<file path="src/rtl/pkt_reader.sv">
// pkt_reader: walks a packet's page chain, reads every line from the packet buffer, forwards words to tx and frees pages.
// Word format: pcc = data[PFW_SZ-1:PFW_SZ-2], any EOP code has pcc[1] set; request = {write, port[1:0], page, line, data}.
module pkt_reader #(
  parameter int PORT_ID   = 0,
  parameter int RD_DEPTH  = 4,
  parameter int LL_PG_ASZ = 4,
  parameter int PFW_SZ    = 34,
  parameter int PBR_SZ    = 3 + LL_PG_ASZ + 2 + PFW_SZ
) (
  input  logic                 clk,
  input  logic                 reset,
  input  logic                 f2r_srdy,
  output logic                 f2r_drdy,
  input  logic [LL_PG_ASZ-1:0] f2r_start,
  input  logic [LL_PG_ASZ-1:0] f2r_end,
  output logic                 lrq_srdy,
  input  logic                 lrq_drdy,
  output logic [LL_PG_ASZ-1:0] lrq_page,
  input  logic                 lrs_srdy,
  output logic                 lrs_drdy,
  input  logic [LL_PG_ASZ-1:0] lrs_page,
  output logic                 pbrr_srdy,
  input  logic                 pbrr_drdy,
  output logic [PBR_SZ-1:0]    pbrr_data,
  input  logic                 pbrs_srdy,
  output logic                 pbrs_drdy,
  input  logic [PFW_SZ-1:0]    pbrs_data,
  output logic                 ptx_srdy,
  input  logic                 ptx_drdy,
  output logic [PFW_SZ-1:0]    ptx_data,
  output logic                 drf_srdy,
  input  logic                 drf_drdy,
  output logic [LL_PG_ASZ-1:0] drf_page
);
  localparam int AW = $clog2(RD_DEPTH);
  localparam int CW = AW + 1;
  localparam int TW = LL_PG_ASZ + 2;
  localparam logic [CW-1:0] FULL = CW'(RD_DEPTH);
  typedef enum logic [1:0] {s_idle, s_read, s_link} state_t;
  state_t state;
  logic [LL_PG_ASZ-1:0] cur_pg, end_pg, nxt_pg;
  logic [1:0] line;
  logic link_req, link_vld, drop;
  logic [CW-1:0] credit, tag_cnt, rsp_cnt;
  logic [AW-1:0] tag_wp, tag_rp, rsp_wp, rsp_rp;
  logic [TW-1:0] tag_mem [RD_DEPTH];
  logic [PFW_SZ-1:0] rsp_mem [RD_DEPTH];
  logic [TW-1:0] head;
  logic f2r_go, pbrr_go, lrq_go, lrs_go, pbrs_go, pop, drf_ok;

  assign f2r_drdy  = state == s_idle && !reset;
  // tag occupancy also bounds issue so a stalled tx port cannot overrun either FIFO
  assign pbrr_srdy = state == s_read && credit < FULL && tag_cnt < FULL;
  assign pbrr_data = {1'b0, 2'(PORT_ID), cur_pg, line, {PFW_SZ{1'b0}}};
  assign lrq_srdy  = state != s_idle && cur_pg != end_pg && !link_req;
  assign lrq_page  = cur_pg;
  assign lrs_drdy  = state != s_idle && link_req && !link_vld;
  assign pbrs_drdy = !reset;
  assign head      = tag_mem[tag_rp];
  assign drf_ok    = !head[1] || !drf_srdy;
  assign ptx_srdy  = rsp_cnt != '0 && !drop && drf_ok;
  assign ptx_data  = rsp_mem[rsp_rp];
  assign pop       = rsp_cnt != '0 && drf_ok && (drop || ptx_drdy);
  assign f2r_go    = f2r_srdy && f2r_drdy;
  assign pbrr_go   = pbrr_srdy && pbrr_drdy;
  assign lrq_go    = lrq_srdy && lrq_drdy;
  assign lrs_go    = lrs_srdy && lrs_drdy;
  assign pbrs_go   = pbrs_srdy && pbrs_drdy;

  always_ff @(posedge clk or posedge reset)
    if (reset) begin
      state    <= s_idle;
      cur_pg   <= '0;
      end_pg   <= '0;
      nxt_pg   <= '0;
      line     <= '0;
      link_req <= 1'b0;
      link_vld <= 1'b0;
    end else begin
      case (state)
        s_idle:
          if (f2r_go) begin
            cur_pg   <= f2r_start;
            end_pg   <= f2r_end;
            line     <= '0;
            link_req <= 1'b0;
            link_vld <= 1'b0;
            state    <= s_read;
          end
        s_read: begin
          if (lrq_go) link_req <= 1'b1;
          if (lrs_go) begin
            nxt_pg   <= lrs_page;
            link_vld <= 1'b1;
          end
          if (pbrr_go) begin
            line <= line + 2'd1;
            if (line == 2'd3) begin
              if (cur_pg == end_pg) state <= s_idle;
              else if (link_vld || lrs_go) begin
                cur_pg   <= link_vld ? nxt_pg : lrs_page;
                link_req <= 1'b0;
                link_vld <= 1'b0;
              end else state <= s_link;
            end
          end
        end
        s_link: begin
          if (lrq_go) link_req <= 1'b1;
          if (lrs_go) begin
            cur_pg   <= lrs_page;
            line     <= '0;
            link_req <= 1'b0;
            link_vld <= 1'b0;
            state    <= s_read;
          end
        end
        default: state <= s_idle;
      endcase
    end

  always_ff @(posedge clk or posedge reset)
    if (reset) begin
      credit   <= '0;
      tag_cnt  <= '0;
      rsp_cnt  <= '0;
      tag_wp   <= '0;
      tag_rp   <= '0;
      rsp_wp   <= '0;
      rsp_rp   <= '0;
      drop     <= 1'b0;
      drf_srdy <= 1'b0;
      drf_page <= '0;
    end else begin
      credit  <= credit + CW'(pbrr_go) - CW'(pbrs_go);
      tag_cnt <= tag_cnt + CW'(pbrr_go) - CW'(pop);
      rsp_cnt <= rsp_cnt + CW'(pbrs_go) - CW'(pop);
      tag_wp  <= tag_wp + AW'(pbrr_go);
      tag_rp  <= tag_rp + AW'(pop);
      rsp_wp  <= rsp_wp + AW'(pbrs_go);
      rsp_rp  <= rsp_rp + AW'(pop);
      if (drf_srdy && drf_drdy) drf_srdy <= 1'b0;
      if (pop) begin
        drop <= drop ? !head[0] : ptx_data[PFW_SZ-1] && !head[0];
        if (head[1]) begin
          drf_srdy <= 1'b1;
          drf_page <= head[TW-1:2];
        end
      end
    end

  always_ff @(posedge clk) begin
    if (pbrr_go) tag_mem[tag_wp] <= {cur_pg, line == 2'd3, line == 2'd3 && cur_pg == end_pg};
    if (pbrs_go) rsp_mem[rsp_wp] <= pbrs_data;
  end
endmodule

</file>
<file path="config.mk">
export PLATFORM = sky130hd
export DESIGN_NAME = pkt_reader
export DESIGN_NICKNAME = d
export VERILOG_FILES = /design/src/rtl/pkt_reader.sv
export SDC_FILE = /design/constraint.sdc
export NUM_CORES = 1
export LEC_CHECK = 0
export CORE_UTILIZATION = 51
export DETAILED_ROUTE_END_ITERATION = 16
export GPL_ROUTABILITY_DRIVEN = 0
export PLACE_DENSITY = 0.78
export SLEW_MARGIN = 5
export SYNTH_ARGS = -nofsm -noshare
export SYNTH_HDL_FRONTEND = slang
export SYNTH_SLANG_ARGS = --single-unit
</file>
<file path="constraint.sdc">
create_clock -name clk -period 4.85 [get_ports clk]
set_clock_uncertainty 0.1 [all_clocks]
set_input_delay 0.97 -clock clk [delete_from_list [all_inputs] [get_ports clk]]
set_output_delay 0.97 -clock clk [all_outputs]
set_load 0.1 [all_outputs]
</file>
After elaboration in Yosys (flattened, before gate mapping)
Memory sizes are Yosys's and may differ from the RTL's. Cells that the tools add are included.

Register bits: 41. RAM bits: 160. Bits of input ports: 55. Word-level logic and storage cells: 127. Memories kept: 2.

Add/subtract/negate cells: 11. $lt $le $gt $ge: 2. Equal/unequal tests: 12. Mux-type cells: 42. Reduce and logical (&&, ||, !) cells: 41.

Memory list: rsp_mem (words 4, width 34, read ports 1, clocked after memory_dff 0, wr ports 1, line 47) `logic [PFW_SZ-1:0] rsp_mem [RD_DEPTH];`; tag_mem (words 4, width 6, read ports 1, clocked after memory_dff 0, wr ports 1, line 46) `logic [TW-1:0] tag_mem [RD_DEPTH];`.

Operators by type and width (number): 2-to-1 mux 4 bit (7); 2-to-1 mux 1 bit (21); logical AND 1 bit (19); 2-to-1 mux 2 bit (9); one-hot mux 2 bit (3 select lines) (2); one-hot mux 4 bit (3 select lines) (1); adder 3 x 1 -> 3 bit (3); subtractor 3 x 1 -> 3 bit (3); adder 2 x 1 -> 2 bit (4); != test 2 bit (second input constant) (4); AND reduction 2 bit (4); logical NOT 1 bit (7); AND reduction 7 bit (1); < comparator 3 bit (second input constant) (2); one-hot mux 1 bit (3 select lines) (2); nonzero test 3 bit (2); AND reduction 5 bit (1); equality test 2 bit (second input constant) (2); equality test 4 bit (1); != test 2 x 1 -> 1 bit (second input constant) (2); != test 4 bit (1); AND reduction 4 bit (1); logical OR 1 bit (3); != test 3 x 2 -> 1 bit (second input constant) (1); other kinds (5) (5).

Depth between registers and ports, before layout
Word-level depth: 10. Gate-level depth with buffers: 12.

Worst setup path after synthesis
No wires, ideal clock.

Kind: input port to flip-flop. Start point: input reset. End point: memory rsp_mem[1][0] (enable). Arrival: 5.344 ns. Setup slack: -1.068 ns. Stages on the path: 3. Buffers on the path: 0. Path through: inv_1 nand2_1 nor3b_1.

Longest elaborated chain between the ends: 4.

Ends and longest elaborated chain: start, declared (line 11) `input logic reset,`; logical NOT 1 bit (no line); logical AND 1 bit (line 68) `assign pbrs_go = pbrs_srdy && pbrs_drdy;`; 2-to-1 mux 1 bit (line 154) `if (pbrs_go) rsp_mem[rsp_wp] <= pbrs_data;`; 2-to-1 mux 1 bit (implied by the code) (line 154); end, declared (line 47).

No other way between the ends.

Final worst setup path
Start point: register rsp_rp[0]. End point: output ptx_data[18].

Longest elaborated chain between the ends: 1.

Ends and longest elaborated chain: start, declared (line 45) `logic [AW-1:0] tag_wp, tag_rp, rsp_wp, rsp_rp;`; start signal, assigned (line 141) `rsp_rp <= rsp_rp + AW'(pop);`; memory read (4 x 34 bit); end, declared (line 30) `output logic [PFW_SZ-1:0] ptx_data,`.

No other way between the ends.

==> results.toml <==
[setup_path]
criticalPathCategory = "flip-flop to output pin"
endpoint = "ptx_data[18]"
r2r_end = "credit[2]"
cp_data_required_time_ps = 3780
cp-end-kind = "output pin"
arrival_ps = 3200
rr_startpoint = "state[1]"
crit_fanout = 23
r2r_slack_ps = 1880
cp-start-kind = "flip-flop"
reg2regPathDepth = 12
crit_start = "rsp_rp[0]"

[cts]
numCtsBuffers = 21
ctsResizeCount = 0
cts_buffer_depth = 3
cts.htree.levels = 1
clock-sinks = 201
cts_tree = "done"
cts_hold_buf = 0
post_cts_buffers = 0
cts.clk_slew.worst_paths_ps = 60
clock_latency_ps = 470
cts-root-buf = "clkbuf_16"

[route]
via_count = 4096
drt_iter0_markers = 153
drcViolationCount = 0
wire_per_inst_um = 17.79
routed_wl_mm = 14.08
ant_nets = 0
first_pass_iters = 4
vias_per_cell = 5.178

[final_layout]
fin_cells = 791
syn2layout_area_growth_pct = 22.90
fin_nets = 633
drive_above_1_share = 0.1916

[logic_synthesis]
synth_simple_gate_area_frac = 0.03588
synth_xor_area_frac = 0.01490
synthMuxAreaShare = 0.1371
yosys_most_used_dff = "edfxtp_1"
synth_top_family_by_area = "multiplexers"
synth-edff-count = 160
ys_ff_latch = 201
synthArstFlopShare = 0.2040
syn_area_um2 = 8229
syn-instance-count = 441
yosysSeqAreaShare = 0.7085
ys_types = 44
synth_area_per_cell_um2 = 18.66
synthAdderAreaFrac = 0.03010
ys_warn_count = 0
synth-compound-area-share = 0.02022

[global_route]
grt_pass1_wl_mm = 22.15
gr-usage-all-layers = 0.1756
grt_max_degree = 42
overflow = 0
antenna_found_initial = 1
first_global_vias = 4340

[sta]
fin_crit_ps = 4274
rsz0062_at_grt = "false"
whs_ps = 381.4
hold_viol = 0
worst_pin_slew_ps = 1062
fmax_ghz = 0.2340
min_period_over_period = 0.8813
fin_setup_tns_ps = 0
finalWorstSetupSlack_ps = 575.8
relSlewSlack = 0.2905
slew_violations = 0
setup_viol = 0

[place]
port_buffers = 109
dp_hpwl_mm = 9.091
place_inst = 753
dp_slack_ps = 1003

[floorplanning]
start_util = 0.5199
rows = 46
core_area_um2 = 15830
ios = 147
die-height_um = 129.0
die_w_um = 129.0
dieArea_um2 = 16650

[min_path]
min_path_type = "flip-flop to flip-flop"

[job]
maxCapViolations = 0

[run_status]
status = "complete, no violations"
## cell usage after synthesis (all sizes together) (3+ instances only)
cell	n	area share
edfxtp	160	0.58
and3	4	0.0030
nor3b	5	0.0058
xnor2	9	0.0096
ha	15	0.023
dfrtp	41	0.12
o21ai	9	0.0055
clkbuf	7	0.0032
a21oi	9	0.0059
nand2	14	0.0067
fa	3	0.0073
buf	47	0.042
mux2	18	0.026
nor2	10	0.0055
nand3	4	0.0024
xor2	5	0.0053
inv	17	0.0078
nor3	4	0.0024
mux4	40	0.11
## area by class of cell
cell class	instances	area [um^2]
Fill cell	1103	5714
Clock buffer	28	561.8
Timing Repair Buffer	114	1134
Inverter	17	63.81
Multi-Input combinational cell	205	2131
Tap cell	216	270.3
Sequential cell	201	5833
Clock inverter	9	117.6
Antenna cell	1	2.502
## kinds of logic after synthesis
group / Yosys count
other: 1
buffers and inverters: 71
AOI/OAI and AO/OA: 26
DFF: 201
and+or+nand+nor: 51
xor gates and xnor gates: 14
adders and majority gates: 18
muxes: 59
## placed cells by master (no fill, tap or decap), types with 2 or more instances in the layout
cell and n:
nor3_1 3, o21ai_0 9, conb_1 37, buf_4 7, clkbuf_1 6, nand2_1 13, mux2_4 4, a21oi_1 8
mux2_2 14, and4bb_2 2, clkinv_1 4, ha_1 15, nand3_1 4, dfrtp_2 2, nor3b_1 2, nor2_4 2
nor3b_2 2, xnor2_1 9, edfxtp_1 160, mux4_2 40, nor2_1 8, nand2b_1 2, clkbuf_16 21, xor2_1 5
clkdlybuf4s50_1 106, bufinv_16 3, fa_1 3, and3_1 3, inv_1 17, dfrtp_1 39
## per-stage QoR
stage	area [um^2]	utilization
after floorplan	8377	-
after global placement	9432	0.5959
after detailed placement	9432	0.5959
after CTS	10110	0.6388
after global routing	10110	0.6390
final	10110	0.6390
## registers in the layout, summed over array words and instances (netlist names)
register / count
rsp_cnt: 3
credit: 3
rsp_wp: 2
drop: 1
line: 2
end_pg: 4
rsp_rp: 2
tag_rp: 2
tag_wp: 2
link_vld: 1
lrq_page: 4
drf_page: 4
state: 2
nxt_pg: 4
tag_mem: 24
link_req: 1
rsp_mem: 136
drf_srdy: 1
tag_cnt: 3
## critical path: stages, from the launching register on
cell and delay (ps):
dfrtp_2 870, buf_4 330, mux4_2 530, clkdlybuf4s50_1 980
## worst min path at each step
| stage | from | to | slack, ps | depth (start not counted) |
|---|---|---|---|---|
| after CTS | credit[0] | credit[0] | 390 | 1 |
| after detailed placement | credit[0] | credit[0] | 370 | 1 |
| after global routing | nxt_pg[3] | nxt_pg[3] | 420 | 1 |
| after global placement | tag_cnt[0] | tag_cnt[0] | 360 | 1 |
| final | credit[0] | credit[0] | 380 | 1 |
| after floorplan | credit[0] | credit[0] | 360 | 1 |
## routing by layer
| layer | part of all wire | wire [um] | vias up | track usage |
|---|---|---|---|---|
| li1 | - | - | 1851 | - |
| met1 | 0.40 | 5598 | 2073 | 0.2212 |
| met2 | 0.52 | 7375 | 143 | 0.3078 |
| met3 | 0.054 | 761 | 29 | 0.03138 |
| met4 | 0.024 | 339 | 0 | 0.06228 |
| met5 | 0 | 0 | - | 0 |
Power is not shown: default switching activity piles up to over one toggle a cycle in this logic, so the estimate is an artifact.
==> RTL change 1 (same settings) <==
Make the reset (`reset`) synchronous in 2 clocked blocks.
--- a/src/rtl/pkt_reader.sv
+++ b/src/rtl/pkt_reader.sv
@@ -67,7 +67,7 @@
   assign lrs_go    = lrs_srdy && lrs_drdy;
   assign pbrs_go   = pbrs_srdy && pbrs_drdy;
 
-  always_ff @(posedge clk or posedge reset)
+  always_ff @(posedge clk)
     if (reset) begin
       state    <= s_idle;
       cur_pg   <= '0;
@@ -119,7 +119,7 @@
       endcase
     end
 
-  always_ff @(posedge clk or posedge reset)
+  always_ff @(posedge clk)
     if (reset) begin
       credit   <= '0;
       tag_cnt  <= '0;
Formal check against the unedited RTL: differs if reset is asserted again (counterexample within 4 cycles, from zero or initial values and one cycle with reset high); with reset held inactive, the same outputs for 4 cycles.
==> RTL change 1 against the original RTL <==
- final area is 0.41% lower
- global-route usage is 0.73 points higher
- synthesized area is 0.40% lower
- largest cell class unchanged
- setup slack better by 0.16 ns
- synthesized cell count is 9.5% higher
- sequential cell count stayed put
- wire length is 4.5% higher
==> RTL change 1: results (changes against the original RTL) <==
Cell count after synthesis = 483 (was 441)
Port Buffers = 109 (unchanged)
Longest Clk Path Bufs = 3 (unchanged)
Largest registers = rsp_mem (136), tag_mem (24) (unchanged)
Worst slack, placed = 1.179 ns (was 1.003 ns)
Top cells by area, synth = edfxtp_1, mux4_2, dfxtp_1 (was edfxtp_1, dfrtp_1, mux4_2)
GRT Overall Usage = 18.29% (was 17.56%)
Root buf cell = clkbuf_16 (unchanged)
DR iter-0 viols = 279 (was 153)
Min Hold Slack = 0.3823 ns (was 0.3814 ns)
Post-synth EDFFs = 160 (unchanged)
Synth cell count leaders = edfxtp_1, buf_4, dfxtp_1 (was edfxtp_1, buf_4, dfrtp_1)
Largest fanout on the critical path = 19 (was 23)
Synth async-reset ratio = 0% (was 20.40%)
Hpwl dp = 9513 µm (was 9091 µm)
WL/cell = 17.90 µm (was 17.79 µm)
Clk_lat worst skew = 0.48 ns
Cells after DPL = 784 (was 753)
Slew @ Worst Pin = 1.145 ns (was 1.062 ns)
Status = complete, no violations (unchanged)
Final net count = 670 (was 633)
Fillers = 1067 (was 1103)
Vias per std cell = 5.215 (was 5.178)
Netlist cell types = 43 (was 44)
Total number of vias = 4287 (was 4096)
Cts bufs inserted = 21 (unchanged)
Initial antenna violation count = 0 (was 1)
Synth Flop Type = edfxtp_1 (unchanged)
Ant diodes = 0 (was 1)
Arrival time worst endpoint = 3.04 ns (was 3.20 ns)
Vias in the first global route = 4511 (was 4340)
Slowest stage delay, CP = 0.99 ns
First-pass GRT wire length = 23070 µm (was 22150 µm)
First-pass DRT Iterations = 8 (was 4)
Final setup margin = 0.7396 ns (was 0.5758 ns)
Layout cell share with drive strength beyond 1 = 14.89% (was 19.16%)
Clock-pin slew on the worst setup and hold paths = 0.06 ns (about the same)
R2r setup slk = 2.01 ns (was 1.88 ns)
Cts repair resizes = 0 (unchanged)
Sequential fraction of the synthesis area = 68.63% (was 70.85%)
RTL change 1: layout make-up:
type / instances / share of cell area [%]
clock inverters: 11 / 1.317
inverters: 15 / 0.5590
repair buffers: 113 / 11.30
multi-input cells: 244 / 22.58
well taps: 211 / 2.621
flip-flops and latches: 201 / 55.88
clock buffers: 27 / 5.739
RTL change 1: cell families after synthesis:
logic type	share of synthesized area (%)
simple gates	5.907
mux	12.70
xor+xnor	1.496
other cells	0.04575
flops	68.63
fa+ha+maj	3.175
buf+inv	5.495
compound gates	2.549
RTL change 1: routing by layer:
layer	routed length, µm	vias up	GRT usage [%]
met5	0	-	0
met3	753	26	3.077
li1	-	1979	-
met1	6181	2141	23.24
met4	250	0	5.398
met2	7525	141	32.31
RTL change 1: report_power, final:
part           switching (mW)  total [mW]  internal [mW]
sequential              0.171        2.17           2.00
clock                   0.614        1.61           1.00
combinational            1.83        2.60          0.766
total                    2.62        6.38           3.77
RTL change 1: per-stage QoR:
step | total power [mW] | area, µm² | util, %
6_report | 6.384 | 10070 | 65.29
5_1_grt | 6.625 | 10070 | 65.29
4_1_cts | 6.433 | 10070 | 65.29
3_5_place_dp | 4.803 | 9361 | 60.68
3_3_place_gp | 4.748 | 9361 | 60.68
2_1_floorplan | 4.297 | 8332 | -
RTL change 1: tightest hold or removal path, cell delays in order (launching register included):
cell and delay [ns]:
dfxtp_1 0.32, nand2_1 0.06, a21oi_1 0.05
RTL change 1: final timing paths:
check	from	endpoint	depth (start not counted)
setup reg to reg	tag_rp[0]$_SDFF_PP0_	rsp_cnt[1]$_SDFF_PP0_	8
setup / recovery	rsp_rp[0]$_SDFF_PP0_	ptx_data[33]	3
hold reg to reg	end_pg[1]$_SDFFE_PP0P_	end_pg[1]$_SDFFE_PP0P_	2
hold / removal	end_pg[1]$_SDFFE_PP0P_	end_pg[1]$_SDFFE_PP0P_	2
==> RTL change 2 (same settings) <==
Without the edit above. `RD_DEPTH`: 4 -> 2.
--- a/src/rtl/pkt_reader.sv
+++ b/src/rtl/pkt_reader.sv
@@ -2,7 +2,7 @@
 // Word format: pcc = data[PFW_SZ-1:PFW_SZ-2], any EOP code has pcc[1] set; request = {write, port[1:0], page, line, data}.
 module pkt_reader #(
   parameter int PORT_ID   = 0,
-  parameter int RD_DEPTH  = 4,
+  parameter int RD_DEPTH  = 2,
   parameter int LL_PG_ASZ = 4,
   parameter int PFW_SZ    = 34,
   parameter int PBR_SZ    = 3 + LL_PG_ASZ + 2 + PFW_SZ
Function: changed (a bounded check fails within 4 cycles, from zero or initial values and one cycle with reset high).
==> RTL change 2 against the original RTL <==
- wire length down 34%
- hold slack better by 0.0038 ns
- largest cell class unchanged
- sequential cell count down 87
- final area down 34%
- synthesized area down 39%
- utilization up 6.8 points
- critical endpoint is now ptx_srdy
- setup slack better by 0.32 ns
Power is left out: the tool's default activity adds up to more than one toggle a clock period on the data nets, which glitch-free logic cannot reach.
==> RTL change 2: results (changes against the original RTL) <==
Status = complete, no violations (unchanged)
GRT Overall Usage = 19.04% (was 17.56%)
Cells after DPL = 556 (was 753)
Netlist cell types = 42 (was 44)
Root buf cell = clkbuf_8 (was clkbuf_16)
Clk_lat worst skew = 0.51 ns (was 0.47 ns)
First-pass GRT wire length = 14300 µm (was 22150 µm)
Vias in the first global route = 2902 (was 4340)
Slew @ Worst Pin = 1.010 ns (was 1.062 ns)
H-tree Lvls = 4 (was 1)
Final net count = 517 (was 633)
Arrival time worst endpoint = 2.88 ns (was 3.20 ns)
Synth top area share = 47.48% (was 58.39%)
Synthesis Warnings = 0 (unchanged)
Cell count after synthesis = 327 (was 441)
WL/cell = 15.80 µm (was 17.79 µm)
Ant diodes = 0 (was 1)
Cts bufs inserted = 17 (was 21)
Longest Clk Path Bufs = 2 (was 3)
Largest fanout on the critical path = 7 (was 23)
Initial antenna violation count = 0 (was 1)
DR iter-0 viols = 85 (was 153)
Port Buffers = 109 (unchanged)
Hpwl dp = 6305 µm (was 9091 µm)
Sequential fraction of the synthesis area = 64.29% (was 70.85%)
Setup Fix Bufs, Post-CTS = 0 (unchanged)
Post-synth EDFFs = 80 (was 160)
First-pass DRT Iterations = 4 (unchanged)
Synth cell count leaders = edfxtp_1, mux2_2, buf_4 (was edfxtp_1, buf_4, dfrtp_1)
Non-filler cells, final = 588 (was 791)
Compound-gate portion of the synthesized area = 3.462% (was 2.022%)
Adder-cell share of the synthesized area = 3.956% (was 3.010%)
Top cells by area, synth = edfxtp_1, dfrtp_1, mux2_2 (was edfxtp_1, dfrtp_1, mux4_2)
Antenna-violating nets left = 0 (unchanged)
Largest registers = rsp_mem (68), tag_mem (12) (was rsp_mem (136), tag_mem (24))
Pin count of the biggest net entering global routing = 35 (was 42)
Post-synthesis xor/xnor area fraction = 2.077% (was 1.490%)
Mux cell area share after synthesis = 13.77% (was 13.71%)
Layout cell share with drive strength beyond 1 = 30.07% (was 19.16%)
Synth async-reset ratio = 29.82% (was 20.40%)
Vias per std cell = 4.898 (was 5.178)
==> RTL change 2: cell types whose count changed after synthesis, moves of 4 or more <==
cell / delta
mux2_2: +35
nand2_1: -6
buf_2: -4
dfrtp_1: -7
nand3_1: -4
o21ai_0: -7
edfxtp_1: -80
mux4_2: -40
mux2_4: +5
nand2b_1: +4
==> RTL change 2: worst max-delay path: stages (launching register included) <==
cell and delay, ns:
dfrtp_1 0.53, mux2_4 0.35, a21oi_2 0.17, nor2b_1 0.17, clkdlybuf4s50_1 1.15
==> RTL change 2: area by class of cell <==
type,instances,area (µm²)
Tap cell,129,161.4
Fill cell,632,2761
Clock inverter,14,202.7
Timing Repair Buffer,114,1039
Multi-Input combinational cell,184,1524
Sequential cell,114,3253
Inverter,15,56.30
Clock buffer,18,417.9
==> RTL change 2: metal layers <==
layer,track usage (%),wire length (µm),vias to the layer above
met3,7.246,731,10
met1,22.77,3827,1423
met2,31.39,4665,107
li1,-,-,1340
met4,7.023,66,0
met5,0,0,-
==> RTL change 2: final timing paths <==
kind	from	endpoint	slack, ns	depth (start not counted)
max in group asynchronous	reset	tag_wp$_DFF_PP0_	3.42	3
min in group asynchronous	reset	end_pg[1]$_DFFE_PP0P_	0.68	2
worst min-delay path	credit[0]$_DFF_PP0_	credit[0]$_DFF_PP0_	0.39	1
worst max register to register	state[1]$_DFFE_PP0P_	credit[1]$_DFF_PP0_	2.37	9
worst min register to register	credit[0]$_DFF_PP0_	credit[0]$_DFF_PP0_	0.39	1
worst max-delay path	tag_rp$_DFF_PP0_	ptx_srdy	0.90	4
==> RTL change 2: per-stage QoR <==
stage / util [%] / hold WS, ns / worst slack, ns / cell area [µm²]
4_1_cts: 70.67 / 0.3858 / 0.8718 / 6654
5_1_grt: 70.67 / 0.4038 / 0.8121 / 6654
2_1_floorplan: - / 0.3465 / 0.4485 / 5195
6_report: 70.67 / 0.3852 / 0.8980 / 6654
3_3_place_gp: 64.08 / 0.3628 / 1.442 / 6033
3_5_place_dp: 64.08 / 0.3669 / 1.416 / 6033
==> RTL change 2: logic make-up (layout without fill, tap and decap cells) <==
family,count (synthesis),in the layout
AND/OR/NAND/NOR,34,34
multiplexers,59,59
other,1,37
AO/OA/AOI/OAI,26,26
XOR/XNOR,12,12
flip-flops,114,114
buffers and inverters,65,161
adder cells (fa/ha/maj),16,16
